<file path="src/rtl/serial_addsub.sv">
// Digit-serial add/subtract: DIGIT bits per clock, LSB first; done pulses NDIG cycles after accept.
// No backpressure: start is accepted only in IDLE or DONE and ignored while busy.
module serial_addsub #(
  parameter int WIDTH = 16,
  parameter int DIGIT = 4
) (
  input  logic             clk,
  input  logic             rst,
  input  logic             start,
  input  logic             sub,
  input  logic [WIDTH-1:0] a,
  input  logic [WIDTH-1:0] b,
  output logic             busy,
  output logic             done,
  output logic [WIDTH-1:0] result,
  output logic             cout,
  output logic             ovf,
  output logic             zero,
  output logic             neg
);

  localparam int NDIG = WIDTH / DIGIT;
  localparam int CW   = (NDIG > 1) ? $clog2(NDIG) : 1;

  typedef enum logic [1:0] {S_IDLE, S_RUN, S_DONE} state_t;

  state_t           state, state_nxt;
  logic [WIDTH-1:0] a_q, b_q, res_nxt;
  logic [CW-1:0]    cnt;
  logic             carry;
  logic [DIGIT-1:0] a_dig, b_dig, s_dig;
  logic             c_out, c_msb, accept, last;

  always_ff @(posedge clk) begin
    if (rst) state <= S_IDLE;
    else     state <= state_nxt;
  end

  always_comb begin
    state_nxt = state;
    case (state)
      S_IDLE:  if (start) state_nxt = S_RUN;
      S_RUN:   if (last) state_nxt = S_DONE;
      S_DONE:  state_nxt = start ? S_RUN : S_IDLE;
      default: state_nxt = S_IDLE;
    endcase
  end

  always_comb begin
    busy = (state == S_RUN);
    done = (state == S_DONE);
  end

  always_comb begin
    accept = start && (state != S_RUN);
    last   = (cnt == CW'(NDIG - 1));
    a_dig  = a_q[cnt*DIGIT +: DIGIT];
    b_dig  = b_q[cnt*DIGIT +: DIGIT];
    {c_out, s_dig} = {1'b0, a_dig} + {1'b0, b_dig} + {{DIGIT{1'b0}}, carry};
    // Sum bit = a ^ b ^ carry-in, so the carry into the top bit falls out of the sum for any DIGIT.
    c_msb   = s_dig[DIGIT-1] ^ a_dig[DIGIT-1] ^ b_dig[DIGIT-1];
    res_nxt = result;
    res_nxt[cnt*DIGIT +: DIGIT] = s_dig;
  end

  always_ff @(posedge clk) begin
    if (rst) begin
      a_q    <= '0;
      b_q    <= '0;
      cnt    <= '0;
      carry  <= 1'b0;
      result <= '0;
      cout   <= 1'b0;
      ovf    <= 1'b0;
      zero   <= 1'b0;
      neg    <= 1'b0;
    end else if (accept) begin
      a_q   <= a;
      b_q   <= sub ? ~b : b;
      carry <= sub;
      cnt   <= '0;
    end else if (state == S_RUN) begin
      result <= res_nxt;
      carry  <= c_out;
      cnt    <= cnt + 1'b1;
      if (last) begin
        cout <= c_out;
        ovf  <= c_msb ^ c_out;
        zero <= (res_nxt == '0);
        neg  <= res_nxt[WIDTH-1];
      end
    end
  end

endmodule

</file>
<file path="config.mk">
export PLATFORM = sky130hd
export DESIGN_NAME = serial_addsub
export DESIGN_NICKNAME = d
export VERILOG_FILES = /design/src/rtl/serial_addsub.sv
export SDC_FILE = /design/constraint.sdc
export NUM_CORES = 1
export LEC_CHECK = 0
export CORE_UTILIZATION = 35
export DETAILED_ROUTE_END_ITERATION = 12
export SYNTH_ARGS = -nofsm -noshare
export SYNTH_HDL_FRONTEND = slang
export SYNTH_SLANG_ARGS = --single-unit
</file>
<file path="constraint.sdc">
create_clock -name clk -period 6.27 [get_ports clk]
set_input_delay 1.254 -clock clk [delete_from_list [all_inputs] [get_ports clk]]
set_output_delay 1.254 -clock clk [all_outputs]
set_load 0.01 [all_outputs]
</file>
# After elaboration in Yosys (flattened, before gate mapping)
# Cells that the tools add are included.
[totals] output_inout_bits=22 input_bits=36 register_bits=57 elab_cells=45
[op_classes] n_eq_ne=6 n_shift=4 addsub=4 muxes=8 bitwise_logic=5 reduce_logical=8
[ops] op="4-bit negator with 34-bit output" n=1
[ops] op="4-bit by 34-bit variable shift with 16-bit output (first input constant)" n=1
[ops] op="4-bit by 34-bit variable part select with 16-bit output" n=1
[ops] op="16-bit by 5-bit variable part select with 4-bit output" n=2
[ops] op="16-bit bitwise mux" n=1
[ops] op="16-bit logical NOT" n=1
[ops] op="16-bit two-way mux" n=1
[ops] op="16-bit inverter" n=1
[ops] op="2-bit case mux with 3 select lines" n=1
[ops] op="4-bit by 4-bit adder with 5-bit output" n=1
[ops] op="5-bit by 1-bit adder with 5-bit output" n=1
[ops] op="2-bit == test (second input constant)" n=2
[ops] op="2-bit two-way mux" n=2
[ops] op="2-bit by 1-bit != test with 1-bit output (second input constant)" n=2
[ops] op="2-bit AND reduction" n=2
[ops] op="1-bit two-way mux" n=3
[ops] op="3-bit AND reduction" n=1
[ops] op="1-bit bitwise XOR" n=3
[ops] op="2-bit by 1-bit adder with 2-bit output (second input constant)" n=1
[ops] op="2-bit by 1-bit == test with 1-bit output (second input constant)" n=1
[ops] op="2-bit logical NOT" n=1
[ops] op="2-bit != test (second input constant)" n=1
[ops] op="2-bit nonzero test" n=1
[ops] op="2-bit OR reduction" n=1
[ops] op="2 further kinds" n=2

# Logic depth before layout (Yosys ltp)
# Gate-level depths: netlist (run 1).
[logic_depth] word_depth=6 ltp_mapped=11 mapped_depth_nobuf=9

# Worst setup path after synthesis (run 1)
# No wires, ideal clock.
[synth_path] path_type="register -> register" startpoint="register cnt[0]" endpoint="register ovf" path_slack_ps=3490 setup_ps=124 t_arrival_ps=2656 path_stages_with_launch=12 path_buffers=2 required_ps=6146 path_cell_list="dfxtp_1 -> buf_6 -> buf_2 -> mux4_2 -> fa_1 -> inv_1 -> fa_1 -> nor2b_1 -> o21a_1 -> or3_1 -> o211ai_1 -> nand3_1"
[synth_between] elab_chain_len=6 word_cells_on_any_way=9 cone_classes="2 x add/sub; 1 x eq/ne; 2 x shift; 3 x bitwise; 1 x reduce/logical"
[synth_rtl] item="from (decl)" line_no="29" source="logic [CW-1:0] cnt;"
[synth_rtl] item="from (signal assigned)" line_no="85" source="cnt <= cnt + 1'b1;"
[synth_rtl] item="16-bit by 5-bit variable part select with 4-bit output, on equally long branches" line_no="57, 58"
[synth_rtl] item="4-bit by 4-bit adder with 5-bit output" line_no="59" source="{c_out, s_dig} = {1'b0, a_dig} + {1'b0, b_dig} + {{DIGIT{1'b0}}, carry};"
[synth_rtl] item="5-bit by 1-bit adder with 5-bit output" line_no="59"
[synth_rtl] item="1-bit bitwise XOR (2 in series)" line_no="61" source="c_msb = s_dig[DIGIT-1] ^ a_dig[DIGIT-1] ^ b_dig[DIGIT-1];"
[synth_rtl] item="1-bit bitwise XOR" line_no="88" source="ovf <= c_msb ^ c_out;"
[synth_rtl] item="to (signal assigned)" line_no="88"
[synth_rtl] item="to (decl)" line_no="17" source="output logic ovf,"
# Several ways; a longest one is shown, not always the timed one.
# A chain may end at the register's enable or synchronous reset.

# Worst setup path in the final report (run 1)
[layout_path] startpoint="register state[1]" endpoint="output busy"
[layout_between] elab_chain_len=1
[layout_rtl] item="from (decl)" line_no="27" source="state_t state, state_nxt;"
[layout_rtl] item="from (signal assigned)" line_no="36" source="else state <= state_nxt;"
[layout_rtl] item="2-bit by 1-bit == test with 1-bit output" line_no="50" source="busy = (state == S_RUN);"
[layout_rtl] item="to (decl)" line_no="13" source="output logic busy,"
# No other way between the ends.

==> run metrics, run 1 <==
Comb power frac 16.3%; starting density of the core a little over a third; gr usage total between 15 and 20%; I/O pin cnt slightly below 60; hold depth 2; r2r startpoint cnt[0]; worst endpoint required time 5020 ps; # nets final 418; outcome finished clean; number of cells after detailed placement around 460; switching portion of total power 25.35%; fin cells about 480; min Tclk post-route ~3300 ps; sequential power share between 40% and 50%; # clock sinks 57; Hold Path Class flop to flop; GRT overflow 0; WHS Endpoint a_q[6]; Cell Int Power around 700 uW; slowest cell on the critical path clkdlybuf4s50_1; Clock Latency Late Sink between 300 and 400 ps; Sw Pwr roughly 240 uW; filler cell count just under 800; via count between 2000 and 2500; CTS tree built; dpl hpwl ~4500 um; cells after synthesis roughly 320; setup_tns 0 ps; CTS Hold Bufs 0; final worst clock skew approximately 3.2 ps; met2 routed WL 2893 um; CP endpoint kind output pin; diode count 0; Hold Crit Start a_q[6]; WL met1 just over 3000 um; Startpoint Class flop; final slew viol count 0; fmax about 0.30 GHz; Post-CTS Resized 0; Netlist cell types 42; Crit Path Max Fanout 21; RSZ-0062 raised after global routing false; CTS max path bufs 2; drt first pass iters 4; vias per cell approximately 5.0; asr flop ratio synth 0%; vias in the first global route 2392; largest net degree at the start of global routing between 50 and 60; Fin. Hold Viols 0; critical path cell sequence nand2b_1 > inv_1 > clkdlybuf4s50_1; sequential fraction of the synthesis area between 40% and 50%; pwr dens 255.8 mW/mm2; GP Congestion 0.8371; most common library cell in the layout ignoring fill and taps dfxtp_1; max layer used met4; clock share of power 41.4%; FF+latch area around 0.0011 mm2; most frequent cells in the layout dfxtp_1 (57), clkdlybuf4s50_1 (56), nor2_1 (45), nand2_1 (43), a21oi_1 (29); crit path from state[1]; Mapped Area 0.002833 mm2; die height about 92 um; core region area 0.007767 mm2; VDD IR max 0.1146 mV; Die X 91.97 um; Pleak around 0.0013 uW; Post-DRT Antenna Nets 0; FP Rows 32; EDFF count, synth 0; r2r endpoint result[15]; Synthesis Warnings 0; clk slew on worst S/H paths 60 ps; TritonCTS Buffers 9; initial DRC count roughly 110; postcts setup bufs 0; syn nets 370; IO Port Bufs 57; clk root buf clkbuf_8; WL/cell approximately 13 um; max incr delay on CP 650 ps; Least-Margin Pin Slew about 1200 ps; CP arrival approximately 2000 ps; average size of a mapped cell roughly 8.8 um2; antenna violations before repair 0; r2r worst-path depth 7; Primary FF master, synth dfxtp_1; met3 wire length slightly above 300 um; R2R Setup Slk between 3000 and 4000 ps; DIE AREA approximately 0.0085 mm2; Tcrit/Tclk final between 50% and 60%; setup violators final 0; crit path kind flop to output pin; final WL between 6000 and 7000 um; Buf+Inv Stages, Crit Path 2; footprint of the multi-input gates ~0.0016 mm2; post-synthesis register bit count 57; layout cells sized above 1 6.649%; global-route wire length before repair 11130 um; Area Growth Syn to Fin 29.55%; H-Tree Depth 3; CP delay by family, top buffers and inverters; DRC viols 0; Slew headroom between 20 and 25%; number of max-cap violations 0
worst min-delay path, stage by stage (launching register included):
cell     delay [ps]
dfxtp_1         310
nand2_1          50
a21oi_1          50
logic make-up (layout without fill, tap and decap cells):
family	after synthesis	after routing	synth area share, %
buffers and inverters	31	84	4.638
and+or+nand+nor	121	121	19.39
DFF	57	57	40.28
xor gates and xnor gates	17	17	5.256
adders and majority gates	11	11	5.389
AOI/OAI and AO/OA	77	77	17.89
muxes	9	9	7.156
layout make-up:
| type | instances | area share, % |
|---|---|---|
| repair buffers | 58 | 15.62 |
| well taps | 102 | 3.478 |
| flip-flops and latches | 57 | 31.09 |
| multi-input cells | 235 | 42.52 |
| clock inverters | 4 | 2.046 |
| inverters | 10 | 1.023 |
| clock buffers | 12 | 4.228 |
stage by stage:
| step | util (%) | instance area (um2) | hold WS [ps] | setup WS, ps | power [uW] |
|---|---|---|---|---|---|
| after floorplan | - | 2833 | 431.5 | 3490 | 505.4 |
| final | 47.25 | 3670 | 454.3 | 2970 | 938.6 |
| after global routing | 47.25 | 3670 | 478.1 | 2755 | 985.7 |
| after global placement | 44.28 | 3440 | 440.9 | 3054 | 556.2 |
| after detailed placement | 44.28 | 3440 | 447.0 | 3046 | 558.2 |
| after CTS | 47.25 | 3670 | 456.5 | 2921 | 950.7 |
cell usage after synthesis (2+ instances only):
cell | count | area [um2]
dfxtp_1 | 57 | 1141
nor2_1 | 45 | 168.9
nand2_1 | 43 | 161.4
a21oi_1 | 29 | 145.1
a211oi_1 | 21 | 157.7
xnor2_1 | 17 | 148.9
clkbuf_1 | 12 | 45.04
inv_1 | 10 | 37.54
ha_1 | 9 | 112.6
a22oi_1 | 8 | 60.06
nor3_1 | 8 | 40.04
a32oi_1 | 6 | 52.55
buf_2 | 6 | 30.03
mux4_2 | 5 | 112.6
o21ai_0 | 5 | 25.02
nand3_1 | 4 | 20.02
nor2b_1 | 4 | 25.02
and2_1 | 3 | 18.77
mux4_1 | 3 | 78.83
buf_1 | 2 | 7.510
fa_1 | 2 | 40.04
nand4_1 | 2 | 12.51
nor4_1 | 2 | 12.51
nor4bb_1 | 2 | 20.02
flip-flops by register name, summed over array words and instances, names as in the netlist:
signal	count
a_q	16
b_q	16
carry	1
cnt	2
cout	1
neg	1
ovf	1
result	16
state	2
zero	1
power groups by stage:
stage | Sequential, uW | Clock [uW] | Combinational (uW)
floorplan | 399 | 0 | 107
global placement | 404 | 0 | 152
detailed placement | 405 | 0 | 154
CTS | 397 | 400 | 154
global route | 400 | 415 | 171
finish | 397 | 389 | 153
metal layers:
| metal | track usage (%) | vias to the layer above |
|---|---|---|
| met3 | 4.809 | 2 |
| met5 | 0 | - |
| li1 | - | 1236 |
| met2 | 26.62 | 68 |
| met4 | 4.297 | 0 |
| met1 | 21.63 | 1078 |
worst max path at each step:
stage,end,slack (ps),cells after the start
floorplan,ovf,3490,11
global placement,result[15],3050,7
detailed placement,result[15],3050,7
CTS,busy,2920,3
global route,zero,2750,7
finish,busy,2970,3
Note: power is estimated with default switching activity, not from simulation.
==> run 2, diff against run 1 <==
clock period = 2.76 ns   (was 6.27 ns; I/O delays follow)
==> run metrics, run 2 (synthesis gave the netlist of run 1 again) <==
CTS tree built; starting density of the core 36.47%; r2r startpoint cnt[0]; Sw Pwr roughly 540 uW; Hold Path Class flop to flop; Die X a little over 90 um; TritonCTS Buffers 9; Slew headroom about 62%; Tcrit/Tclk final 90.49%; Cell Int Power 1545 uW; initial DRC count 91; WHS Endpoint a_q[11]; IO Port Bufs 57; FP Rows 32; vias per cell 4.996; r2r endpoint ovf; Clock Latency Late Sink 330 ps; outcome finished clean; H-Tree Depth 3; drt first pass iters 4; Post-CTS Resized 0; CTS max path bufs 2; layout cells sized above 1 10.05%; CP arrival roughly 2700 ps; clk root buf clkbuf_8; antenna violations before repair 0; setup violators final 0; RSZ-0062 raised after global routing false; Hold Crit Start a_q[11]; # nets final 430; R2R Setup Slk between 200 and 300 ps; WL/cell roughly 13 um; clk slew on worst S/H paths 60 ps; GRT overflow 0; final worst clock skew around 8.5 ps; sequential power share between 40% and 50%; footprint of the multi-input gates between 0.0015 and 0.002 mm2; global-route wire length before repair between 10000 and 15000 um; FF+latch area between 0.001 and 0.0015 mm2; postcts setup bufs 0; GP Congestion between 0.8 and 0.9; clock share of power between 30% and 40%; hold depth 2; final slew viol count 0; Area Growth Syn to Fin 32.24%; Crit Path Max Fanout 4; CP endpoint kind flop; vias in the first global route approximately 2400; number of max-cap violations 0; most frequent cells in the layout dfxtp_1 (56), clkdlybuf4s50_1 (56), nor2_1 (44), nand2_1 (43), a21oi_1 (29); min Tclk post-route 2497 ps; dpl hpwl around 4800 um; r2r worst-path depth 9; Post-DRT Antenna Nets 0; diode count 0; Least-Margin Pin Slew roughly 570 ps; worst endpoint required time about 3000 ps; DIE AREA 0.008458 mm2; largest net degree at the start of global routing 56; Pleak 0.001386 uW; pwr dens ~560 mW/mm2; via count roughly 2400; setup_tns 0 ps; Fin. Hold Viols 0; VDD IR max 0.2274 mV; crit path kind flop to flop; filler cell count between 700 and 800; biggest regs a_q x16, b_q x16, result x16; final worst slack ~260 ps; # clock sinks 57; gr usage total about 17%; core region area about 0.008 mm2; Startpoint Class flop; Comb power frac 18.2%; switching portion of total power approximately a quarter; final WL roughly 6500 um; fmax roughly 0.40 GHz; I/O pin cnt slightly below 60; pre-CTS WS 153.3 ps; CTS Hold Bufs 0; DRC viols 0; die height between 90 and 100 um
## run 2: power by group through the flow
stage               clock network (uW)  registers (uW)  logic (uW)
floorplan                            0             906         243
global placement                     0             913         373
detailed placement                   0             913         377
CTS                                823             896         378
global route                       875             901         421
finish                             807             896         379
## run 2: worst max-delay path by stage
stage | startpoint | to
floorplan | cnt[0] | ovf
global placement | cnt[0] | zero
detailed placement | cnt[0] | neg
CTS | cnt[0] | neg
global route | cnt[1] | neg
finish | cnt[0] | ovf
## run 2: layout make-up
cell class / count / share of cell area [%]
Multi-Input combinational cell: 235 / 41.85
Sequential cell: 57 / 30.49
Timing Repair Buffer: 70 / 17.70
Clock buffer: 14 / 4.609
Tap cell: 102 / 3.407
Inverter: 10 / 1.002
Clock inverter: 2 / 0.9352
## run 2: layer usage
metal,track usage [%],vias to the layer above,share of wire [%]
li1,-,1261,-
met1,22.38,1121,49
met2,26.43,57,45
met3,4.975,9,4.2
met4,6.380,0,1.6
met5,0,-,0
## run 2: per-stage QoR
step	cells	hold slack [ps]	utilization (%)	total power, uW	area, um2
finish	490	454.3	48.23	2082	3746
global route	490	476.7	48.23	2197	3746
global placement	474	443.8	45.44	1286	3530
detailed placement	474	446.3	45.44	1290	3530
CTS	490	454.6	48.12	2096	3737
floorplan	323	431.5	-	1149	2835
## run 2: critical path, cell delays in order, from the launching register on
cell and delay [ps]:
dfxtp_2 370, mux4_2 520, fa_1 450, inv_1 90, fa_1 200, nor2b_1 60, o21a_1 180, or3_1 330
o211ai_1 100, nand3_1 80
==> run 3, diff against run 2 <==
TNS_END_PERCENT = 5   (was default)
==> results of run 3 <==
The final DEF is identical to that of run 2; final timing and power are the same.
